## config.mk

```make
export PLATFORM = sky130hd
export DESIGN_NAME = hazard_ctrl_flat
export DESIGN_NICKNAME = d
export VERILOG_FILES = /design/src/rtl/hazard_ctrl_pkg.sv /design/src/rtl/hazard_ctrl_if.sv /design/src/rtl/hazard_ctrl_scoreboard.sv /design/src/rtl/hazard_ctrl.sv /design/src/flat_wrapper.sv
export SDC_FILE = /design/constraint.sdc
export NUM_CORES = 1
export LEC_CHECK = 0
export ABC_CLOCK_PERIOD_IN_PS = 3200
export BUFFER_PORTS_ARGS = -buffer_cell sky130_fd_sc_hd__buf_4
export CORE_AREA = 2 2 86 120
export CTS_BUF_LIST = sky130_fd_sc_hd__clkbuf_4 sky130_fd_sc_hd__clkbuf_8 sky130_fd_sc_hd__clkbuf_16
export CTS_CLUSTER_SIZE = 24
export DETAILED_ROUTE_END_ITERATION = 8
export DIE_AREA = 0 0 88 122
export PLACE_DENSITY = 0.87
export SYNTH_ARGS = -nofsm -noshare
export SYNTH_HDL_FRONTEND = slang
export SYNTH_SLANG_ARGS = --single-unit
```

## constraint.sdc

```tcl
create_clock -name clk -period 3.2 [get_ports clk]
set_input_delay 0.16 -clock clk [delete_from_list [all_inputs] [get_ports clk]]
set_output_delay 0.16 -clock clk [all_outputs]
set_load 0.1 [all_outputs]
```

## src/rtl/hazard_ctrl_pkg.sv

```systemverilog
// Shared types and constants for the MINAv2 pipeline interlock controller.
// Register count and counter width are fixed here so every file agrees on them.
package hazard_ctrl_pkg;

    localparam int NUM_REGS = 32;
    localparam int PERF_W   = 32;

    typedef logic [4:0]          regaddr_t;
    typedef logic [NUM_REGS-1:0] scoreboard_t;
    typedef logic [PERF_W-1:0]   perf_cnt_t;

    localparam regaddr_t REG_ZERO = 5'd0;

    // Counters stick at all-ones rather than wrapping back to zero.
    function automatic perf_cnt_t satInc(input perf_cnt_t value, input logic enable);
        return (enable && (value != '1)) ? value + perf_cnt_t'(1) : value;
    endfunction

endpackage

```

## src/rtl/hazard_ctrl_if.sv

```systemverilog
// ID/EX/WB side-band bundle between the pipeline stages and the interlock controller.
// The master is the pipeline (or a bench); the slave is hazard_ctrl.
interface hazard_ctrl_if;
    import hazard_ctrl_pkg::*;

    logic        id_valid;
    regaddr_t    id_ra_addr;
    regaddr_t    id_rb_addr;
    regaddr_t    id_rd_addr;
    logic        id_uses_ra;
    logic        id_uses_rb;
    logic        id_writes_rd;
    logic        wb_valid;
    regaddr_t    wb_rd_addr;
    logic        ex_branch_taken;
    logic        mem_busy;

    logic        if_stall;
    logic        id_stall;
    logic        issue;
    logic        ex_bubble;
    logic        flush_if_id;
    scoreboard_t pending_mask;
    perf_cnt_t   stall_count;
    perf_cnt_t   flush_count;

    modport master (
        output id_valid, id_ra_addr, id_rb_addr, id_rd_addr,
               id_uses_ra, id_uses_rb, id_writes_rd,
               wb_valid, wb_rd_addr, ex_branch_taken, mem_busy,
        input  if_stall, id_stall, issue, ex_bubble, flush_if_id,
               pending_mask, stall_count, flush_count
    );

    modport slave (
        input  id_valid, id_ra_addr, id_rb_addr, id_rd_addr,
               id_uses_ra, id_uses_rb, id_writes_rd,
               wb_valid, wb_rd_addr, ex_branch_taken, mem_busy,
        output if_stall, id_stall, issue, ex_bubble, flush_if_id,
               pending_mask, stall_count, flush_count
    );

endinterface

```

## src/rtl/hazard_ctrl_scoreboard.sv

```systemverilog
// One pending bit per architectural register; r0 is never tracked.
// A set and a clear to the same register in one cycle resolves as set.
module hazard_ctrl_scoreboard
    import hazard_ctrl_pkg::*;
(
    input  logic        clk,
    input  logic        rst_n,
    input  logic        set_i,
    input  regaddr_t    set_addr_i,
    input  logic        clr_i,
    input  regaddr_t    clr_addr_i,
    input  regaddr_t    ra_addr_i,
    input  regaddr_t    rb_addr_i,
    input  regaddr_t    rd_addr_i,
    output logic        ra_pend_o,
    output logic        rb_pend_o,
    output logic        rd_pend_o,
    output scoreboard_t mask_o
);

    scoreboard_t pending_q;
    scoreboard_t pending_d;

    always_comb begin
        pending_d = pending_q;
        if (clr_i) begin
            pending_d[clr_addr_i] = 1'b0;
        end
        if (set_i) begin
            pending_d[set_addr_i] = 1'b1;
        end
        pending_d[REG_ZERO] = 1'b0;
    end

    always_ff @(posedge clk or negedge rst_n) begin
        if (!rst_n) begin
            pending_q <= '0;
        end else begin
            pending_q <= pending_d;
        end
    end

    assign ra_pend_o = pending_q[ra_addr_i];
    assign rb_pend_o = pending_q[rb_addr_i];
    assign rd_pend_o = pending_q[rd_addr_i];
    assign mask_o    = pending_q;

endmodule

```

## src/rtl/hazard_ctrl.sv

```systemverilog
// Pipeline interlock: stalls IF/ID on RAW/WAW hazards or memory busy, squashes ID on a
// taken branch, and keeps saturating stall/flush performance counters.
module hazard_ctrl
    import hazard_ctrl_pkg::*;
(
    input  logic    clk,
    input  logic    rst_n,
    hazard_ctrl_if.slave bus
);

    logic raPend;
    logic rbPend;
    logic rdPend;
    logic hazard;
    logic squash;
    logic freeze;
    logic issue;
    logic stall;
    logic setEn;

    perf_cnt_t stallCount_q;
    perf_cnt_t stallCount_d;
    perf_cnt_t flushCount_q;
    perf_cnt_t flushCount_d;

    hazard_ctrl_scoreboard u_scoreboard (
        .clk        (clk),
        .rst_n      (rst_n),
        .set_i      (setEn),
        .set_addr_i (bus.id_rd_addr),
        .clr_i      (bus.wb_valid),
        .clr_addr_i (bus.wb_rd_addr),
        .ra_addr_i  (bus.id_ra_addr),
        .rb_addr_i  (bus.id_rb_addr),
        .rd_addr_i  (bus.id_rd_addr),
        .ra_pend_o  (raPend),
        .rb_pend_o  (rbPend),
        .rd_pend_o  (rdPend),
        .mask_o     (bus.pending_mask)
    );

    // r0 never hazards because its scoreboard bit is held at zero.
    assign hazard = bus.id_valid &&
                    ((bus.id_uses_ra   && raPend) ||
                     (bus.id_uses_rb   && rbPend) ||
                     (bus.id_writes_rd && rdPend));

    assign squash = bus.ex_branch_taken;
    assign freeze = bus.mem_busy;
    assign issue  = bus.id_valid && !hazard && !squash && !freeze;
    assign stall  = (hazard || freeze) && !squash;
    assign setEn  = issue && bus.id_writes_rd && (bus.id_rd_addr != REG_ZERO);

    assign bus.issue       = issue;
    assign bus.ex_bubble   = !issue;
    assign bus.if_stall    = stall;
    assign bus.id_stall    = stall;
    assign bus.flush_if_id = squash;

    always_comb begin
        stallCount_d = satInc(stallCount_q, stall);
        flushCount_d = satInc(flushCount_q, squash);
    end

    always_ff @(posedge clk or negedge rst_n) begin
        if (!rst_n) begin
            stallCount_q <= '0;
            flushCount_q <= '0;
        end else begin
            stallCount_q <= stallCount_d;
            flushCount_q <= flushCount_d;
        end
    end

    assign bus.stall_count = stallCount_q;
    assign bus.flush_count = flushCount_q;

endmodule

```

## src/flat_wrapper.sv

```systemverilog
// flat-port wrapper written by rule: the top's interface ports become plain ports
module hazard_ctrl_flat import hazard_ctrl_pkg::*;
  (clk, rst_n, bus_id_valid, bus_id_ra_addr, bus_id_rb_addr, bus_id_rd_addr, bus_id_uses_ra, bus_id_uses_rb, bus_id_writes_rd, bus_wb_valid, bus_wb_rd_addr, bus_ex_branch_taken, bus_mem_busy, bus_if_stall, bus_id_stall, bus_issue, bus_ex_bubble, bus_flush_if_id, bus_pending_mask, bus_stall_count, bus_flush_count);
  hazard_ctrl_if bus_i ();
  input  logic clk;
  input  logic rst_n;
  input wire logic [$bits(bus_i.id_valid)-1:0] bus_id_valid;
  input wire logic [$bits(bus_i.id_ra_addr)-1:0] bus_id_ra_addr;
  input wire logic [$bits(bus_i.id_rb_addr)-1:0] bus_id_rb_addr;
  input wire logic [$bits(bus_i.id_rd_addr)-1:0] bus_id_rd_addr;
  input wire logic [$bits(bus_i.id_uses_ra)-1:0] bus_id_uses_ra;
  input wire logic [$bits(bus_i.id_uses_rb)-1:0] bus_id_uses_rb;
  input wire logic [$bits(bus_i.id_writes_rd)-1:0] bus_id_writes_rd;
  input wire logic [$bits(bus_i.wb_valid)-1:0] bus_wb_valid;
  input wire logic [$bits(bus_i.wb_rd_addr)-1:0] bus_wb_rd_addr;
  input wire logic [$bits(bus_i.ex_branch_taken)-1:0] bus_ex_branch_taken;
  input wire logic [$bits(bus_i.mem_busy)-1:0] bus_mem_busy;
  output wire logic [$bits(bus_i.if_stall)-1:0] bus_if_stall;
  output wire logic [$bits(bus_i.id_stall)-1:0] bus_id_stall;
  output wire logic [$bits(bus_i.issue)-1:0] bus_issue;
  output wire logic [$bits(bus_i.ex_bubble)-1:0] bus_ex_bubble;
  output wire logic [$bits(bus_i.flush_if_id)-1:0] bus_flush_if_id;
  output wire logic [$bits(bus_i.pending_mask)-1:0] bus_pending_mask;
  output wire logic [$bits(bus_i.stall_count)-1:0] bus_stall_count;
  output wire logic [$bits(bus_i.flush_count)-1:0] bus_flush_count;
  assign bus_i.id_valid = bus_id_valid;
  assign bus_i.id_ra_addr = bus_id_ra_addr;
  assign bus_i.id_rb_addr = bus_id_rb_addr;
  assign bus_i.id_rd_addr = bus_id_rd_addr;
  assign bus_i.id_uses_ra = bus_id_uses_ra;
  assign bus_i.id_uses_rb = bus_id_uses_rb;
  assign bus_i.id_writes_rd = bus_id_writes_rd;
  assign bus_i.wb_valid = bus_wb_valid;
  assign bus_i.wb_rd_addr = bus_wb_rd_addr;
  assign bus_i.ex_branch_taken = bus_ex_branch_taken;
  assign bus_i.mem_busy = bus_mem_busy;
  assign bus_if_stall = bus_i.if_stall;
  assign bus_id_stall = bus_i.id_stall;
  assign bus_issue = bus_i.issue;
  assign bus_ex_bubble = bus_i.ex_bubble;
  assign bus_flush_if_id = bus_i.flush_if_id;
  assign bus_pending_mask = bus_i.pending_mask;
  assign bus_stall_count = bus_i.stall_count;
  assign bus_flush_count = bus_i.flush_count;
  hazard_ctrl u_core (.clk(clk), .rst_n(rst_n), .bus(bus_i));
endmodule
```

---- After elaboration in Yosys (flattened, before gate mapping) ----
Index checks and enable logic that the tools add are counted.
operators by class
  $add $sub $neg .......................... 2
  order comparisons ....................... 6
  eq/ne operators ......................... 2
  mux-type cells .......................... 12
  bitwise operators ....................... 3
  reductions and logical operators ........ 22
operators with widths
  operator               number
  $add 32x1->32 const B  2
  $mux 32                2
  $ne 32x32->1 const B   2
  $and 32x32->32         1
  $not 32->32            1
  $or 32x32->32          1
  $lt 5x6->1 const B     4
  $bmux 1 s5             3
  $logic_and 1x1->1      14
  $demux 1 s5            2
  $ge 5x1->1 const B     2
  $mux 1                 5
  $reduce_bool 5->1      1
  $logic_not 1->1        4
  $logic_or 1x1->1       3
storage, ports and cells
  bits in registers ....................... 95
  output and inout port bits .............. 101
  logic and storage cells ................. 50

---- Depth between registers and ports, before layout ----
Gate-level depths: netlist of the first run.
  depth after elaboration ................. 13
  gate-level depth with buffers ........... 11
  mapped depth without buffers ............ 8

---- Cells and area by module ----
Synthesis of the first run repeated with hierarchy kept, for this count alone.
second synthesis, totals
  cells, all modules ...................... 518
  area, all modules ....................... 5337.6 um2
by module, submodules not included
  module                  times used  cells each  area each (um2)  seq. area each (um2)
  hazard_ctrl             1           287         3136.8           1601.5
  hazard_ctrl_scoreboard  1           231         2200.9           775.7

---- Least setup slack after synthesis of the first run ----
OpenSTA, ideal clock, no wires.
  kind .................................... reg2out
  from .................................... reg u_core.u_scoreboard.pending_q[11] (netlist: u_core.u_scoreboard.mask_o[11])
  to ...................................... out bus_if_stall
  arrival time ............................ 4.235 ns
  required time ........................... 3.040 ns
  slack ................................... -1.195 ns
  stages on the path, launching flop included .. 9
  cells stage by stage .................... dfrtp_1 -> mux4_2 -> o31ai_1 -> a311o_1 -> a311oi_1 -> a2111oi_2 -> nand2b_1 -> a21oi_1 -> buf_4
between the ends
  longest elaborated chain between the ends .. 8
  elaborated cells on any way between the ends .. 14
ends and longest elaborated chain
  item                                         RTL line                                                    RTL
  start: declaration                           hazard_ctrl_scoreboard.sv:21                                scoreboard_t pending_q;
  start signal: assignment                     hazard_ctrl_scoreboard.sv:39                                pending_q <= pending_d;
  $bmux 1 s5, on equally long branches         hazard_ctrl_scoreboard.sv:43, hazard_ctrl_scoreboard.sv:44
  $mux 1, on equally long branches             hazard_ctrl_scoreboard.sv:43, hazard_ctrl_scoreboard.sv:44
  $logic_and 1x1->1, on equally long branches  hazard_ctrl.sv:44, hazard_ctrl.sv:45
  $logic_or 1x1->1                             hazard_ctrl.sv:44                                           ((bus.id_uses_ra && raPend) ||
  $logic_or 1x1->1 (*)                         hazard_ctrl.sv:45                                           (bus.id_uses_rb && rbPend) ||
  $logic_and 1x1->1 (*)                        hazard_ctrl.sv:43                                           assign hazard = bus.id_valid &&
  $logic_or 1x1->1 (*)                         hazard_ctrl.sv:51                                           assign stall = (hazard || freeze) && !squash;
  $logic_and 1x1->1 (*)                        hazard_ctrl.sv:51
  end: declaration                             flat_wrapper.sv:18                                          output wire logic [$bits(bus_i.if_stall)-1:0] bus_if_stall;
Mark *: on every way between the ends. The rest lies on a longest branch, timed or not. The select of a mux whose other input is x is not followed.

---- Worst setup path in the final report of the first run ----
  from .................................... reg u_core.u_scoreboard.pending_q[31] (netlist: u_core.u_scoreboard.mask_o[31])
  to ...................................... out bus_ex_bubble
between the ends
  longest elaborated chain between the ends .. 11
  elaborated cells on any way between the ends .. 17
ends and longest elaborated chain
  item                                         RTL line                                                    RTL
  $bmux 1 s5, on equally long branches         hazard_ctrl_scoreboard.sv:43, hazard_ctrl_scoreboard.sv:44
  $mux 1, on equally long branches             hazard_ctrl_scoreboard.sv:43, hazard_ctrl_scoreboard.sv:44
  $logic_and 1x1->1, on equally long branches  hazard_ctrl.sv:44, hazard_ctrl.sv:45
  $logic_or 1x1->1                             hazard_ctrl.sv:44
  $logic_or 1x1->1 (*)                         hazard_ctrl.sv:45
  $logic_and 1x1->1 (*)                        hazard_ctrl.sv:43
  $logic_not 1->1 (*)                          hazard_ctrl.sv:50                                           assign issue = bus.id_valid && !hazard && !squash && !freeze;
  $logic_and 1x1->1 (*) (3 in series)          hazard_ctrl.sv:50
  $logic_not 1->1 (*)                          hazard_ctrl.sv:55                                           assign bus.ex_bubble = !issue;
  end: declaration                             flat_wrapper.sv:21                                          output wire logic [$bits(bus_i.ex_bubble)-1:0] bus_ex_bubble;
Marked as above.

==> results of run 1 <==
[how the worst min path moves through the flow]
| stage | from | endpoint | slack [ns] | cells past startpoint |
|---|---|---|---|---|
| floorplan | rst_n | u_core.bus.flush_count[0]$_DFFE_PN0P_ | -0.14 | 0 |
| CTS | rst_n | u_core.u_scoreboard.mask_o[24]$_DFF_PN0_ | 0.06 | 1 |
| detailed placement | rst_n | u_core.u_scoreboard.mask_o[24]$_DFF_PN0_ | 0.42 | 1 |
| global placement | rst_n | u_core.bus.flush_count[8]$_DFFE_PN0P_ | 0.41 | 1 |
| global route | rst_n | u_core.bus.flush_count[8]$_DFFE_PN0P_ | 0.11 | 1 |
| finish | rst_n | u_core.bus.flush_count[14]$_DFFE_PN0P_ | 0.005 | 1 |
[power by group through the flow]
stage                     registers [µW]  clock network (µW)  logic [µW]
final                               1450                1080        1300
after global routing                1460                1150        1350
after floorplan                     2150                   0         278
after CTS                           1450                1100        1300
after global placement              1460                   0        1270
after detailed placement            1470                   0        1290
[cells by family (layout without fill, tap and decap cells)]
group	after synthesis	count (layout)	synth area share (%)
adders and majority gates	2	2	0.491
AOI/OAI and AO/OA	85	85	10.0
DFF	95	95	46.7
other	1	1	0.0736
xor gates and xnor gates	62	62	10.7
muxes	38	38	10.5
and+or+nand+nor	168	168	19.1
buffers and inverters	25	156	2.50
[critical path, delay by kind of cell (launching register included)]
kind | cells | cell delay, ns
AO/OA/AOI/OAI | 2 | 0.64
buffers and inverters | 2 | 0.29
flip-flops | 1 | 0.50
multiplexers | 1 | 0.50
AND/OR/NAND/NOR | 3 | 0.60
[cell type report]
| class | count | area [µm²] | area share, % |
|---|---|---|---|
| sequential | 95 | 2410 | 36.8 |
| tap | 135 | 169 | 2.57 |
| inverter | 6 | 26.3 | 0.401 |
| timing repair buffer | 134 | 1010 | 15.4 |
| multi-input combinational | 356 | 2630 | 40.1 |
| clock buffer | 11 | 253 | 3.85 |
| clock inverter | 5 | 53.8 | 0.820 |
[layout by cell type (no fill, tap or decap), types with 5 or more instances in the layout]
| master | count |
|---|---|
| buf_4 | 132 |
| dfrtp_1 | 71 |
| o21ai_0 | 54 |
| xnor2_1 | 47 |
| nand3_1 | 32 |
| and3_1 | 25 |
| nand2_1 | 23 |
| nand4_1 | 23 |
| dfrtp_2 | 22 |
| mux2i_1 | 21 |
| xor2_1 | 15 |
| nor2_1 | 12 |
| mux4_2 | 12 |
| nand3b_1 | 10 |
| clkbuf_16 | 9 |
| and4_1 | 8 |
| nor3_1 | 7 |
| o21ai_2 | 7 |
| and2_1 | 7 |
| or3b_2 | 6 |
| inv_1 | 5 |
| mux2_2 | 5 |
[synthesized netlist by cell type, types with 6 or more instances]
master / instances / area share, %
inv_1: 6 / 0.44
nor3_1: 7 / 0.69
clkbuf_1: 9 / 0.66
o21ai_0: 54 / 5.3
mux2i_1: 21 / 4.1
and4_1: 8 / 1.4
nand3b_1: 10 / 1.5
nand4_1: 23 / 2.8
dfrtp_1: 95 / 47
nor2_1: 12 / 0.88
and2_1: 7 / 0.86
nand3_1: 32 / 3.1
o21ai_2: 7 / 1.2
xnor2_1: 47 / 8.1
nand2_1: 23 / 1.7
xor2_1: 15 / 2.6
mux4_2: 12 / 5.3
or3b_2: 6 / 1.0
and3_1: 26 / 3.2
[metal layers]
layer / GRT usage, % / up-vias / wire length, µm
met3: 4.00 / 39 / 872
met4: 12.8 / 0 / 502
met5: 0 / - / 0
met1: 31.8 / 2167 / 5180
met2: 43.7 / 219 / 7040
li1: - / 2010 / -
[registers in the layout, indices dropped and copies added, names as in the netlist]
name	count
u_core.bus.flush_count	32
u_core.bus.stall_count	32
u_core.u_scoreboard.mask_o	31
[repair_timing]
item / 4_1_cts / 5_1_grt
hold endpoints to repair: 0 / 0
buffers inserted: 0 / 2
pin swaps: 0 / 5
resized for setup: 1 / 4
setup endpoints to repair: 2 / 14
[stage by stage]
stage | hold WS, ns | power (µW) | instances
after floorplan | -0.136 | 2430 | 476
after global placement | 0.410 | 2730 | 724
after detailed placement | 0.420 | 2760 | 724
after CTS | 0.0585 | 3850 | 740
after global routing | 0.109 | 3970 | 742
final | 0.00458 | 3830 | 742
==> out/metrics.csv, run 1 <==
stage;metric;value;unit
clock_tree;holdBufCountCts;0;
critical_path;r2r_cells;8;
logic_synthesis;yosys_most_used_dff;dfrtp_1;
place;place_congestion;1.00;
timing;rsz0062_at_grt;no;
clock_tree;tritoncts;built;
timing;finClkSkew;0.00726;ns
finish;drive_gt1_share;34.9;%
finish;fill_cells;761;
finish;final_core_util;67.4;%
logic_synthesis;syn_inst;476;
timing;fmax;332;MHz
critical_path;cp_cell_sequence;mux4_2 -> nor2b_1 -> nor4_2 -> o211ai_1 -> a2111oi_4 -> and3_4 -> clkinvlp_4 -> buf_6;
logic_synthesis;ys_seq_area_share;46.7;%
critical_path;crit_end;bus_ex_bubble;
power_and_ir_drop;pwr-share-comb;33.8;%
power_and_ir_drop;switching_share;41.2;%
floorplanning;start_util;52.3;%
status;outcome;complete, no violations;
global_route;grt_max_degree;87;
drt;firstDrtPassIters;4;
power_and_ir_drop;vdd_ir_drop_max;0.515;mV
logic_synthesis;ys_async_sr_fraction;100;%
global_route;grt_overflow;0;
min_path;hp-class;input pin to asynchronous set/reset pin;
drt;routedWlPerCell;18.3;µm
drt;viasPerCell;5.98;
critical_path;crit_required;3.04;ns
critical_path;cp-end-kind;primary output;
logic_synthesis;netlist-cell-type-count;43;
power_and_ir_drop;clock_power_share;28.3;%
drt;ant_nets;0;
floorplanning;placementRows;43;
floorplanning;core_area;9740;µm²
place;place_ws;0.0232;ns
critical_path;max_stage_delay;0.50;ns
global_route;grt_pass1_wl;21500;µm
timing;relSlewSlack;27.7;%
critical_path;crit_type;register to primary output;
logic_synthesis;synth_edf_count;0;
clock_tree;clk_path_buf_depth;2;
place;place_area;6210;µm²
global_route;grt_use_total;25.8;%
clock_tree;cts_sinks;95;
timing;period_share;94.2;%
critical_path;regToRegSetupSlack;0.25;ns
power_and_ir_drop;power_switching;1580;µW
finish;design_area;6560;µm²
power_and_ir_drop;power.internal;2250;µW
clock_tree;clock_latency;0.33;ns
global_route;grt_pass1_vias;4282;
critical_path;startpoint;u_core.u_scoreboard.mask_o[31]$_DFF_PN0_;
floorplanning;die_height;122;µm
place;numPortBuffers;128;
floorplanning;die-area;10700;µm²
finish;nets;633;
power_and_ir_drop;power_density;584;nW/µm²
finish;antenna_cells;0;
run;drv_cap;0;
timing;drv_slew;0;
finish;areaGrowthSynthToFinish;28.8;%
critical_path;cpMaxStageDelayCell;dfrtp_4;
critical_path;cp_max_fo;5;
logic_synthesis;syn_nets;507;
critical_path;r2r-end;u_core.u_scoreboard.mask_o[15]$_DFF_PN0_;
drt;drc;0;
timing;layout_min_cycle_time;3.01;ns
global_route;antenna_found_initial;0;
logic_synthesis;yosys_warnings;0;
drt;drt-total-wl;13600;µm
drt;drt_iter0_drc;265;
drt;vias;4435;
clock_tree;clk_pin_slew;0.07;ns
logic_synthesis;yosys_register_bits;95;
timing;fin_ws;0.186;ns
clock_tree;h-tree-depth;3;
timing;setup_viol;0;
logic_synthesis;syn-cell-area;5090;µm²
timing;setup-tns-final;0;ns
place;detailed_place_hpwl;9950;µm
clock_tree;root_buffer;clkbuf_16;
critical_path;arrival;2.85;ns
floorplanning;pin_count;130;
timing;worst_pin_slew;1.08;ns
clock_tree;numCtsBuffers;9;
logic_synthesis;syn_avg_cell_area;10.7;µm²
floorplanning;die_w;88;µm
critical_path;regToRegStartpoint;u_core.u_scoreboard.mask_o[31]$_DFF_PN0_;
power_and_ir_drop;pwr-share-seq;37.9;%
critical_path;cp-start-kind;register;
timing;hold_violations;0;
power_and_ir_drop;p_leak;0.00304;µW
Note: power is estimated with default switching activity, not from simulation.
==> run 2: changes to the inputs <==
- REMOVE_ABC_BUFFERS: unset -> 1
==> run 2 against run 1 <==
Effect of this change: clock-buffer cell count decreased by 1; sequential share of layout area decreased by 0.38 points; routed wire length increased by 4.5%; sequential power about the same; register-to-register slack improved by 0.04 ns; global-route usage increased by 1.2 points; non-clock buffer count increased by 3; critical endpoint unchanged; largest cell class unchanged; largest power group unchanged; highest routed layer unchanged.
==> out/metrics.csv, run 2 (synthesis gave the netlist of run 1 again) <==
stage;metric;value;unit
status;outcome;complete, no violations;
clock_tree;cts_sinks;95;
timing;hold_violations;0;
clock_tree;root_buffer;clkbuf_16;
power_and_ir_drop;power;3890;µW
timing;finClkSkew;0.00798;ns
global_route;grt_pass1_vias;4306;
global_route;grt_overflow;0;
critical_path;arrival;2.93;ns
place;place_congestion;0.931;
clock_tree;tritoncts;built;
timing;layout_min_cycle_time;3.09;ns
power_and_ir_drop;pwr-share-seq;37.3;%
drt;routedWlPerCell;19.1;µm
global_route;grt_max_degree;52;
critical_path;cpMaxStageDelayCell;mux4_2;
critical_path;crit_type;register to primary output;
finish;final_core_util;67.1;%
critical_path;max_stage_delay;0.47;ns
critical_path;regToRegSetupSlack;0.29;ns
finish;fill_cells;735;
drt;viasPerCell;6.07;
critical_path;cp-start-kind;register;
power_and_ir_drop;pwr-share-comb;33.6;%
floorplanning;placementRows;43;
finish;nets;636;
floorplanning;die_w;88;µm
floorplanning;start_util;52.3;%
power_and_ir_drop;power_switching;1590;µW
place;detailed_place_hpwl;10600;µm
finish;antenna_cells;0;
min_path;hp-class;input pin to register;
critical_path;r2r_cells;10;
power_and_ir_drop;power.internal;2290;µW
power_and_ir_drop;power_density;595;nW/µm²
clock_tree;clock_latency;0.34;ns
global_route;grt_use_total;27.0;%
timing;rsz0062_at_grt;no;
finish;final_cell_mix;buf_4 (134), dfrtp_1 (95), o21ai_0 (54), xnor2_1 (47), nand3_1 (32);
finish;drive_gt1_share;30.5;%
finish;layout_commonest_cell;buf_4;
min_path;holdPathEnd;u_core.bus.flush_count[2]$_DFFE_PN0P_;
place;numPortBuffers;128;
min_path;min_from;bus_ex_branch_taken;
global_route;grt_pass1_wl;22100;µm
timing;fmax;323;MHz
timing;relSlewSlack;60.5;%
clock_tree;clk_pin_slew;0.06;ns
drt;drc;0;
critical_path;crit_top_cell;buf_4;
critical_path;cp-end-kind;primary output;
clock_tree;h-tree-depth;3;
min_path;min_delay_path_depth;3;
power_and_ir_drop;switching_share;41.0;%
timing;setup_viol;0;
critical_path;cp_max_fo;5;
clock_tree;numCtsBuffers;9;
place;place_area;6200;µm²
floorplanning;die-area;10700;µm²
timing;worst_pin_slew;0.593;ns
critical_path;cp_cell_sequence;mux4_2 -> o31ai_1 -> a311o_1 -> a311oi_1 -> a2111oi_2 -> buf_4 -> and3_2 -> inv_1 -> buf_4;
run;drv_cap;0;
floorplanning;die_height;122;µm
finish;areaGrowthSynthToFinish;28.2;%
drt;drt-total-wl;14200;µm
floorplanning;core_area;9740;µm²
critical_path;r2r-end;u_core.u_scoreboard.mask_o[15]$_DFF_PN0_;
floorplanning;pin_count;130;
power_and_ir_drop;p_leak;0.00309;µW
critical_path;crit_required;3.04;ns
power_and_ir_drop;vdd_ir_drop_max;0.801;mV
drt;ant_nets;0;
critical_path;critPathBufInv;3;
drt;firstDrtPassIters;4;
drt;vias;4513;
clock_tree;clk_path_buf_depth;2;
finish;design_area;6530;µm²
timing;period_share;96.7;%
critical_path;path_delay_family;compound AO/OA/AOI/OAI gates;
timing;setup-tns-final;0;ns
global_route;antenna_found_initial;0;
critical_path;regToRegStartpoint;u_core.u_scoreboard.mask_o[9]$_DFF_PN0_;
timing;drv_slew;0;
power_and_ir_drop;clock_power_share;29.1;%
drt;drt_iter0_drc;308;
[run 2: cell count changes in the layout (fill, tap and decap cells not counted), moves of 2 or more]
cell      previous run  this run
clkbuf_8             2         0
or3_1                2         4
or3_4                2         0
dfrtp_1             71        95
dfrtp_2             22         0
clkinv_2             3         1
buf_4              132       134
dfrtp_4              2         0
[run 2: repair_timing]
action | in CTS | in global routing
setup buffers | 0 | 0
endpoints found under the setup margin | 0 | 2
hold buffers | 1 | 0
endpoints found under the hold margin | 44 | 0
gates resized for setup | 0 | 3
[run 2: worst reg2reg max path: stages, from the launching register on]
cell	delay (ns)
dfrtp_1	0.46
mux4_2	0.48
o31ai_1	0.27
a311o_1	0.17
a311oi_1	0.08
a2111oi_2	0.41
buf_4	0.20
and3_2	0.25
nand4_1	0.13
buf_4	0.19
o21ai_0	0.19
[run 2: per-stage QoR]
stage	setup slack [ns]	std cells	hold WS, ns
finish	0.106	744	0.178
global route	0.00153	744	0.184
CTS	0.0346	744	0.172
detailed placement	0.310	728	0.202
global placement	0.421	728	0.188
floorplan	-2.05	457	-0.136
[run 2: power by group through the flow]
| stage | sequential [µW] | clock (µW) | combinational [µW] |
|---|---|---|---|
| detailed placement | 1470 | 0 | 1300 |
| global placement | 1460 | 0 | 1270 |
| floorplan | 2140 | 0 | 248 |
| CTS | 1450 | 1150 | 1310 |
| global route | 1470 | 1200 | 1350 |
| finish | 1450 | 1130 | 1310 |
[run 2: final cells by class]
type	count	area (µm²)	share of cell area [%]
clock buffer	10	233	3.56
tap	135	169	2.59
multi-input combinational	356	2600	39.8
sequential	95	2380	36.4
clock inverter	5	82.6	1.26
inverter	6	22.5	0.345
timing repair buffer	137	1050	16.0
[run 2: metal layers]
layer | vias up | share of wire (%) | global-route usage [%]
met4 | 0 | 3.0 | 11.6
met3 | 43 | 8.3 | 5.69
met5 | - | 0 | 0
met2 | 238 | 52 | 46.3
met1 | 2209 | 37 | 32.4
li1 | 2023 | - | -
[run 2: worst max path at each step]
| stage | from | endpoint | cells after the start |
|---|---|---|---|
| after floorplan | u_core.u_scoreboard.mask_o[11]$_DFF_PN0_ | bus_id_stall | 7 |
| after global placement | u_core.u_scoreboard.mask_o[31]$_DFF_PN0_ | u_core.u_scoreboard.mask_o[29]$_DFF_PN0_ | 8 |
| after detailed placement | u_core.u_scoreboard.mask_o[30]$_DFF_PN0_ | u_core.u_scoreboard.mask_o[11]$_DFF_PN0_ | 10 |
| after CTS | u_core.u_scoreboard.mask_o[31]$_DFF_PN0_ | bus_issue | 8 |
| after global routing | u_core.u_scoreboard.mask_o[9]$_DFF_PN0_ | bus_ex_bubble | 9 |
| final | u_core.u_scoreboard.mask_o[9]$_DFF_PN0_ | bus_ex_bubble | 9 |
